===== src/rtl/wb_board_io_if.sv =====
// ---------------------------------------------------------------------------
// wb_board_io_if
//   Wishbone classic bus bundle for the board I/O slave.
//   Signal names are seen from the slave, so *_i flows master->slave and
//   *_o flows slave->master.
//     cyc_i, stb_i, we_i : cycle, strobe and write enable
//     adr_i[3:0]         : word address
//     dat_i[31:0]        : write data
//     dat_o[31:0]        : read data (registered, valid while ack_o=1)
//     ack_o              : single-cycle acknowledge
// ---------------------------------------------------------------------------
interface wb_board_io_if;
    logic        cyc_i;
    logic        stb_i;
    logic        we_i;
    logic [3:0]  adr_i;
    logic [31:0] dat_i;
    logic [31:0] dat_o;
    logic        ack_o;

    modport master (
        output cyc_i, stb_i, we_i, adr_i, dat_i,
        input  dat_o, ack_o
    );

    modport slave (
        input  cyc_i, stb_i, we_i, adr_i, dat_i,
        output dat_o, ack_o
    );
endinterface


===== src/rtl/wb_board_io.sv =====
// ---------------------------------------------------------------------------
// wb_board_io
//   Wishbone classic slave for the board buttons, switches, green LEDs and
//   RGB LEDs. Buttons and switches are synchronised and debounced, button
//   presses latch into a W1C event register with a maskable level interrupt,
//   green LEDs follow a register and RGB LEDs are driven by 8-bit PWM whose
//   duty values are only picked up at the start of a PWM period.
//
//   Ports:
//     clk_i      : clock
//     rst_i      : synchronous active-high reset
//     wb         : Wishbone slave bundle (cyc/stb/we/adr/dat_i/dat_o/ack)
//     buttons    : asynchronous button pins
//     switches   : asynchronous switch pins
//     green_leds : green LED outputs
//     rgb_leds   : RGB LED outputs, LED i uses bits 3i (R), 3i+1 (G), 3i+2 (B)
//     irq_o      : level interrupt, |(EVT & IRQ_MASK) registered
//
//   Register map (word address):
//     0x0 BTN (RO)  0x1 SW (RO)  0x2 EVT (W1C)  0x3 GREEN  0x4 CTRL[0]=PWM en
//     0x5 IRQ_MASK  0x8+i RGB[i] duty {B[23:16], G[15:8], R[7:0]}
// ---------------------------------------------------------------------------
module wb_board_io #(
    parameter int NUM_BUTTONS     = 4,
    parameter int NUM_SWITCHES    = 4,
    parameter int NUM_GREEN       = 4,
    parameter int NUM_RGB         = 4,
    parameter int DEBOUNCE_CYCLES = 100000,
    parameter int PWM_DIV         = 16
) (
    input  logic                     clk_i,
    input  logic                     rst_i,
    wb_board_io_if.slave             wb,
    input  logic [NUM_BUTTONS-1:0]   buttons,
    input  logic [NUM_SWITCHES-1:0]  switches,
    output logic [NUM_GREEN-1:0]     green_leds,
    output logic [3*NUM_RGB-1:0]     rgb_leds,
    output logic                     irq_o
);

    localparam int NIN   = NUM_BUTTONS + NUM_SWITCHES;
    localparam int CNT_W = $clog2(DEBOUNCE_CYCLES);
    localparam logic [CNT_W-1:0] CNT_MAX = CNT_W'(DEBOUNCE_CYCLES - 1);
    localparam int PRE_W = (PWM_DIV > 1) ? $clog2(PWM_DIV) : 1;
    localparam logic [PRE_W-1:0] PRE_MAX = PRE_W'(PWM_DIV - 1);

    // ---------------- input synchroniser and debounce ----------------
    logic [NIN-1:0]   w_pins;
    logic [NIN-1:0]   r_sync_p0;
    logic [NIN-1:0]   r_sync_p1;
    logic [NIN-1:0]   r_db_lvl;
    logic [CNT_W-1:0] r_db_cnt [NIN];

    assign w_pins = {switches, buttons};

    always_ff @(posedge clk_i) begin
        if (rst_i) begin
            r_sync_p0 <= '0;
            r_sync_p1 <= '0;
            r_db_lvl  <= '0;
            for (int i = 0; i < NIN; i++) r_db_cnt[i] <= '0;
        end else begin
            r_sync_p0 <= w_pins;
            r_sync_p1 <= r_sync_p0;
            for (int i = 0; i < NIN; i++) begin
                if (r_sync_p1[i] == r_db_lvl[i]) begin
                    r_db_cnt[i] <= '0;
                end else if (r_db_cnt[i] == CNT_MAX) begin
                    r_db_lvl[i] <= ~r_db_lvl[i];
                    r_db_cnt[i] <= '0;
                end else begin
                    r_db_cnt[i] <= r_db_cnt[i] + 1'b1;
                end
            end
        end
    end

    logic [NUM_BUTTONS-1:0]  w_btn;
    logic [NUM_SWITCHES-1:0] w_sw;
    logic [NUM_BUTTONS-1:0]  w_btn_rise;

    assign w_btn = r_db_lvl[NUM_BUTTONS-1:0];
    assign w_sw  = r_db_lvl[NIN-1:NUM_BUTTONS];

    // A press is flagged on the same edge the debounced level toggles 0->1.
    always_comb begin
        w_btn_rise = '0;
        for (int i = 0; i < NUM_BUTTONS; i++)
            w_btn_rise[i] = r_sync_p1[i] & ~r_db_lvl[i] & (r_db_cnt[i] == CNT_MAX);
    end

    // ---------------- Wishbone register file ----------------
    logic                   r_ack;
    logic [31:0]            r_dat_o;
    logic [NUM_BUTTONS-1:0] r_evt;
    logic [NUM_BUTTONS-1:0] r_mask;
    logic [NUM_GREEN-1:0]   r_green;
    logic [NUM_GREEN-1:0]   r_green_out;
    logic                   r_pwm_en;
    logic                   r_irq;
    logic [23:0]            r_duty [8];

    logic                   w_req;
    logic                   w_wr;
    logic                   w_rd;
    logic [3:0]             w_adr;
    logic [2:0]             w_rgb_idx;
    logic                   w_rgb_sel;
    logic [31:0]            w_rdata;
    logic [NUM_BUTTONS-1:0] w_evt_clr;
    logic                   w_unused_bits;

    // ack_o low in the request condition gives one ack per strobe and
    // every-other-cycle acks while stb_i stays high.
    assign w_req     = wb.cyc_i & wb.stb_i & ~r_ack;
    assign w_wr      = w_req & wb.we_i;
    assign w_rd      = w_req & ~wb.we_i;
    assign w_adr     = wb.adr_i;
    assign w_rgb_idx = w_adr[2:0];
    assign w_rgb_sel = w_adr[3] && (32'(w_rgb_idx) < NUM_RGB);
    assign w_evt_clr = (w_wr && (w_adr == 4'h2)) ? wb.dat_i[NUM_BUTTONS-1:0] : '0;
    assign w_unused_bits = &{1'b0, wb.dat_i[31:24]};

    always_comb begin
        w_rdata = '0;
        case (w_adr)
            4'h0: w_rdata[NUM_BUTTONS-1:0]  = w_btn;
            4'h1: w_rdata[NUM_SWITCHES-1:0] = w_sw;
            4'h2: w_rdata[NUM_BUTTONS-1:0]  = r_evt;
            4'h3: w_rdata[NUM_GREEN-1:0]    = r_green;
            4'h4: w_rdata[0]                = r_pwm_en;
            4'h5: w_rdata[NUM_BUTTONS-1:0]  = r_mask;
            default: if (w_rgb_sel) w_rdata[23:0] = r_duty[w_rgb_idx];
        endcase
    end

    always_ff @(posedge clk_i) begin
        if (rst_i) begin
            r_ack       <= 1'b0;
            r_dat_o     <= '0;
            r_evt       <= '0;
            r_mask      <= '0;
            r_green     <= '0;
            r_green_out <= '0;
            r_pwm_en    <= 1'b0;
            r_irq       <= 1'b0;
            for (int i = 0; i < 8; i++) r_duty[i] <= '0;
        end else begin
            r_ack   <= w_req;
            r_dat_o <= w_rd ? w_rdata : 32'h0;
            if (w_wr) begin
                case (w_adr)
                    4'h3: r_green  <= wb.dat_i[NUM_GREEN-1:0];
                    4'h4: r_pwm_en <= wb.dat_i[0];
                    4'h5: r_mask   <= wb.dat_i[NUM_BUTTONS-1:0];
                    default: if (w_rgb_sel) r_duty[w_rgb_idx] <= wb.dat_i[23:0];
                endcase
            end
            // A new press beats a simultaneous write-1-to-clear.
            r_evt       <= (r_evt & ~w_evt_clr) | w_btn_rise;
            r_irq       <= |(r_evt & r_mask);
            r_green_out <= r_green;
        end
    end

    // ---------------- PWM ----------------
    logic [PRE_W-1:0]    r_pre;
    logic [7:0]          r_pwm_cnt;
    logic [23:0]         r_shadow [NUM_RGB];
    logic [3*NUM_RGB-1:0] r_rgb;

    always_ff @(posedge clk_i) begin
        if (rst_i) begin
            r_pre     <= '0;
            r_pwm_cnt <= '0;
            r_rgb     <= '0;
            for (int i = 0; i < NUM_RGB; i++) r_shadow[i] <= '0;
        end else begin
            if (r_pre == PRE_MAX) begin
                r_pre     <= '0;
                r_pwm_cnt <= r_pwm_cnt + 8'd1;
                // Duties are sampled only when a new period starts, so a
                // bus write never reshapes the period in flight.
                if (r_pwm_cnt == 8'hFF)
                    for (int i = 0; i < NUM_RGB; i++) r_shadow[i] <= r_duty[i];
            end else begin
                r_pre <= r_pre + 1'b1;
            end
            for (int i = 0; i < NUM_RGB; i++)
                for (int c = 0; c < 3; c++)
                    r_rgb[3*i+c] <= r_pwm_en && (r_pwm_cnt < r_shadow[i][8*c +: 8]);
        end
    end

    assign wb.ack_o   = r_ack;
    assign wb.dat_o   = r_dat_o;
    assign green_leds = r_green_out;
    assign rgb_leds   = r_rgb;
    assign irq_o      = r_irq;

endmodule


===== src/flat_wrapper.sv =====
// flat-port wrapper written by rule: the top's interface ports become plain ports
module wb_board_io_flat 
#(
    parameter int NUM_BUTTONS     = 4,
    parameter int NUM_SWITCHES    = 4,
    parameter int NUM_GREEN       = 4,
    parameter int NUM_RGB         = 4,
    parameter int DEBOUNCE_CYCLES = 100000,
    parameter int PWM_DIV         = 16
)
  (clk_i, rst_i, buttons, switches, green_leds, rgb_leds, irq_o, wb_cyc_i, wb_stb_i, wb_we_i, wb_adr_i, wb_dat_i, wb_dat_o, wb_ack_o);
  wb_board_io_if wb_i ();
  input  logic clk_i;
  input  logic rst_i;
  input  logic [NUM_BUTTONS-1:0] buttons;
  input  logic [NUM_SWITCHES-1:0] switches;
  output logic [NUM_GREEN-1:0] green_leds;
  output logic [3*NUM_RGB-1:0] rgb_leds;
  output logic irq_o;
  input wire logic [$bits(wb_i.cyc_i)-1:0] wb_cyc_i;
  input wire logic [$bits(wb_i.stb_i)-1:0] wb_stb_i;
  input wire logic [$bits(wb_i.we_i)-1:0] wb_we_i;
  input wire logic [$bits(wb_i.adr_i)-1:0] wb_adr_i;
  input wire logic [$bits(wb_i.dat_i)-1:0] wb_dat_i;
  output wire logic [$bits(wb_i.dat_o)-1:0] wb_dat_o;
  output wire logic [$bits(wb_i.ack_o)-1:0] wb_ack_o;
  assign wb_i.cyc_i = wb_cyc_i;
  assign wb_i.stb_i = wb_stb_i;
  assign wb_i.we_i = wb_we_i;
  assign wb_i.adr_i = wb_adr_i;
  assign wb_i.dat_i = wb_dat_i;
  assign wb_dat_o = wb_i.dat_o;
  assign wb_ack_o = wb_i.ack_o;
  wb_board_io #(.NUM_BUTTONS(NUM_BUTTONS), .NUM_SWITCHES(NUM_SWITCHES), .NUM_GREEN(NUM_GREEN), .NUM_RGB(NUM_RGB), .DEBOUNCE_CYCLES(DEBOUNCE_CYCLES), .PWM_DIV(PWM_DIV)) u_core (.clk_i(clk_i), .rst_i(rst_i), .wb(wb_i), .buttons(buttons), .switches(switches), .green_leds(green_leds), .rgb_leds(rgb_leds), .irq_o(irq_o));
endmodule

===== config.mk =====
export PLATFORM = sky130hd
export DESIGN_NAME = wb_board_io_flat
export DESIGN_NICKNAME = d
export VERILOG_FILES = /design/src/rtl/wb_board_io_if.sv /design/src/rtl/wb_board_io.sv /design/src/flat_wrapper.sv
export SDC_FILE = /design/constraint.sdc
export NUM_CORES = 1
export LEC_CHECK = 0
export CORE_ASPECT_RATIO = 0.75
export CORE_UTILIZATION = 40
export DETAILED_ROUTE_END_ITERATION = 10
export GPL_ROUTABILITY_DRIVEN = 0
export SLEW_MARGIN = 20
export SYNTH_ARGS = -nofsm -noshare
export SYNTH_HDL_FRONTEND = slang
export SYNTH_SLANG_ARGS = --single-unit

===== constraint.sdc =====
create_clock -name clk_i -period 13.43 [get_ports clk_i]
set_clock_uncertainty 0.15 [all_clocks]
set_input_delay 2.686 -clock clk_i [delete_from_list [all_inputs] [get_ports clk_i]]
set_output_delay 2.686 -clock clk_i [all_outputs]
set_load 0.02 [all_outputs]

-- Word-level counts from Yosys, hierarchy flattened
Memory sizes are Yosys's and may differ from the RTL's.
Cells that the tools add are included.
- register bits after elaboration: 99
- memory bits (writable): 424
- memories kept: 3
- add/subtract/negate cells: 10
- magnitude comparators: 13
- eq/ne operators: 23
- multiplexer cells: 134
- bitwise operators: 64
- reduce and logical (&&, ||, !) cells: 32
- memory list (memory ; depth ; bits a word ; read ports ; clocked after Yosys merged registers in ; wr ports ; line ; source):
    u_core.r_duty ; 8 ; 24 ; 5 ; 0 ; 8 ; wb_board_io.sv:101 ; logic [23:0] r_duty [8];
    u_core.r_db_cnt ; 8 ; 17 ; 8 ; 0 ; 8 ; wb_board_io.sv:52 ; logic [CNT_W-1:0] r_db_cnt [NIN];
    u_core.r_shadow ; 4 ; 24 ; 4 ; 0 ; 4 ; wb_board_io.sv:169 ; logic [23:0] r_shadow [NUM_RGB];
- operators by type and width (operator ; count):
    $mux 17 ; 24
    $mux 24 ; 6
    $add 17x1->17 const B ; 8
    $eq 17x17->1 const B ; 8
    $mux 1 ; 100
    $lt 8x8->1 ; 12
    $or 1x1->1 ; 28
    $reduce_or 24->1 ; 1
    $reduce_and 2->1 ; 11
    $not 1->1 ; 20
    $pmux 3 s6 ; 1
    $logic_and 1x1->1 ; 14
    $and 1x1->1 ; 12
    $reduce_or 9->1 ; 1
    $add 8x1->8 const B ; 1
    $and 4x4->4 ; 2
    $eq 1x1->1 ; 8
    $eq 4x2->1 const B ; 2
    $eq 4x3->1 const B ; 2
    $eq 8x8->1 const B ; 1
    $pmux 1 s6 ; 1
    $add 4x1->4 const B ; 1
    $eq 4x1->1 const B ; 1
    $eq 4x4->1 const B ; 1
    other kinds (9) ; 10

-- Logic depth before layout (Yosys ltp)
- word-level depth: 9
- mapped depth: 8
- mapped depth without buffers: 5

-- Worst setup path before layout
Ideal clock, no wire load.
- path kind: register to register
- start: reg u_core.r_pwm_cnt[1]
- end: mem u_core.r_shadow[0][0], enable pin
- setup time: 692 ps
- arrival time: 8088 ps
- required time: 12588 ps
- setup slack: 4500 ps
- stages on the path, launching flop included: 4
- buffers on the path: 0
- clock period less this slack: 8930 ps
- cells stage by stage: dfxtp_1 ha_1 nand3_2 o31ai_1
- RTL lines (what ; line ; source):
    start: declaration ; wb_board_io.sv:168 ; logic [7:0] r_pwm_cnt;
    start signal: assignment ; wb_board_io.sv:181 ; r_pwm_cnt <= r_pwm_cnt + 8'd1;
    end: declaration ; wb_board_io.sv:169 ;

==> flow_summary.yaml <==
worst_setup_path:
  cp-startpoint: "wb_adr_i[2]"
  required_ps: 13480
  crit_arrival_ps: 5140
  cp-end-kind: "register"
  path_class: "in2reg"
  worst_setup_path_start_kind: "input port"
  path_max_fanout: 25
  r2r-start: "u_core.r_pwm_cnt[3]$_SDFFE_PP0P_"
hold_path:
  hold_start: "u_core.r_sync_p0[1]$_SDFF_PP0_"
  hp-class: "reg2reg"
layout:
  n_fill_cell: 4482
  fin_util_pct: 47.5
  syn_to_final_growth_pct: 16.7
  final_cells: 2628
  nets: 2080
  drive_gt1_share_pct: 6.90
pwr:
  vdd_drop_max_mv: 0.0846
  total_power_uw: 2860
  powerDensity_nw_per_um2: 119
  leakagePower_uw: 0.00896
cts:
  clk_path_buf_depth: 3
  cts_setup_buffers: 0
  clk_latency_ps: 580
  cts_tree: "built"
  cts_buffers: 45
  path_clk_slew_ps: 60
  h-tree-depth: 2
  root_buffer: "clkbuf_16"
  cts_resized: 0
  cts_sinks: 419
  cts_hold_buf: 0
logic_synthesis:
  async_flop_share_pct: 0
  synthCells: 1720
  ys_warn_count: 0
  synth.top_cell.area_share_pct: 48.0
  synth.area.top_cells: "edfxtp_1, dfxtp_1, ha_1, and2_1, nor2_1"
  synth_edf_count: 328
  synth_cell_types: 62
  synthFlopType: "edfxtp_1"
  synth_commonest_cells: "edfxtp_1, and2_1, nor2_1"
  synth-seq-cells: 419
  synth.most_common_cell: "edfxtp_1"
  synth.largest_area_cell: "edfxtp_1"
  syn-cell-area_um2: 20500
  postSynthAreaPerCell_um2: 11.9
  synth_seq_area_share_pct: 56.9
floorplan:
  row_count: 71
  io_pins: 99
  die_x_um: 264
  coreArea_um2: 50400
  die-area_um2: 52200
  dieHeight_um: 198
  start_util_pct: 40.7
sta:
  max_slew_margin_pct: 31.1
  fin_hold_ws_ps: 284
  rsz0062_at_grt: "false"
  period_needed_ps: 5100
  clock.fmax_ghz: 0.196
  post-route-period-util_pct: 38.0
  worst_slew_pin_slew_ps: 1030
  setup-violations-final: 0
  setup_tns_ps: 0
  finalHoldViolCount: 0
  final-max-slew-violation-count: 0
route:
  dr_total_vias: 13100
  first_iter_violations: 844
  postRouteAntennaNets: 0
  viasPerCell: 4.98
  wl_per_cell_um: 16.6
  remaining_drc_errors: 0
  routed_wl_mm: 43.7
  drt_pass1_iterations: 5
global_routing:
  grt_max_degree: 73
  grt_pass1_wl_mm: 69.8
  antenna_found_initial: 3
  gr-total-overflow: 0
  first_global_vias: 12700
  grt_usage_pct: 17.0
placement:
  dp_hpwl_mm: 28.6
  portBuffers: 82
  dp.cells: 2543
flow_run:
  max_cap_violations: 0
status:
  status: "finished clean"
-- logic make-up (layout without fill, tap and decap cells) --
family	count (synthesis)	count (layout)	synth area share (%)
compound gates	139	139	4.49
fa+ha+maj	98	98	5.98
xor+xnor	122	122	5.21
other cells	2	145	0.0366
buf+inv	185	293	3.84
flops	419	419	56.9
mux	41	41	3.65
simple gates	714	714	19.9
-- cell type report --
cell class	instances	area [um^2]	area share (%)
sequential	419	11700	48.7
multi-input combinational	1258	8620	36.0
clock buffer	69	1300	5.42
timing repair buffer	94	896	3.74
tap	657	822	3.43
inverter	115	432	1.80
clock inverter	15	204	0.852
antenna	1	2.50	0.0105
-- critical path, cell delays in order --
cell,delay (ps)
clkdlybuf4s50_1,600
nand4b_2,450
nor3b_2,250
buf_4,380
or2_2,760
-- per-stage QoR --
step	instance area (um^2)	setup slack, ps
finish	23900	8330
global route	23900	8240
CTS	23900	8330
detailed placement	22400	7710
global placement	22400	7750
floorplan	21100	4500
-- power breakdown --
group / internal [uW] / switching, uW / leakage (uW)
registers: 1440 / 32.6 / 0.00410
clock network: 746 / 521 / 0.000738
logic: 49.9 / 72.4 / 0.00412
-- cells in the final DEF (no fill, tap or decap), types with 4 or more instances in the layout --
master and instances:
nor2_1 163, nor3_1 22, nand4b_1 4, nor4_1 30, nand4_1 48, clkbuf_8 8, or2_2 4, xor2_1 55
ha_1 98, edfxtp_1 328, buf_4 12, clkbuf_16 45, nand2_1 45, and3_1 13, conb_1 144, dfxtp_1 91
nor2b_1 40, xnor2_1 67, nor4b_1 10, clkbuf_1 15, a41oi_1 12, or4_1 5, a211oi_1 25, nand3_1 53
mux4_2 27, and2_1 194, a211o_1 12, a21oi_1 16, clkdlybuf4s50_1 79, o21ai_0 54, nand2b_1 26, clkinv_2 6
inv_1 113, nor4bb_1 4, bufinv_16 4, or3_1 17, and4_1 15, a22oi_1 7, and4b_1 4, mux2i_1 13
-- per-layer routing --
metal / share of wire [%] / up-vias / track usage, %
li1: - / 6483 / -
met1: 51 / 6336 / 25.1
met2: 43 / 209 / 25.8
met3: 4.3 / 54 / 2.92
met4: 1.8 / 4 / 4.64
met5: 0.078 / - / 0
-- registers in the layout, indices dropped and copies added (netlist names) --
signal / count
u_core.r_db_lvl: 8
u_core.wb.ack_o: 1
u_core.r_pwm_en: 1
u_core.r_db_cnt: 136
u_core.irq_o: 1
u_core.r_pre: 4
u_core.r_evt: 4
u_core.r_sync_p1: 8
u_core.green_leds: 4
u_core.rgb_leds: 12
u_core.r_shadow: 96
u_core.wb.dat_o: 24
u_core.r_sync_p0: 8
u_core.r_duty: 96
u_core.r_mask: 4
u_core.r_green: 4
u_core.r_pwm_cnt: 8
-- worst paths after layout --
path / endpoint / slack [ps] / cells past startpoint
worst max-delay path: u_core.r_duty[2][5]$_SDFFCE_PN0P_ / 8330 / 5
worst min-delay path: u_core.r_sync_p1[1]$_SDFF_PP0_ / 280 / 1
worst max register to register: u_core.r_shadow[0][21]$_SDFFCE_PN0P_ / 9840 / 4
worst min register to register: u_core.r_sync_p1[1]$_SDFF_PP0_ / 280 / 1
No activity file was read; power rests on OpenSTA's default activity.
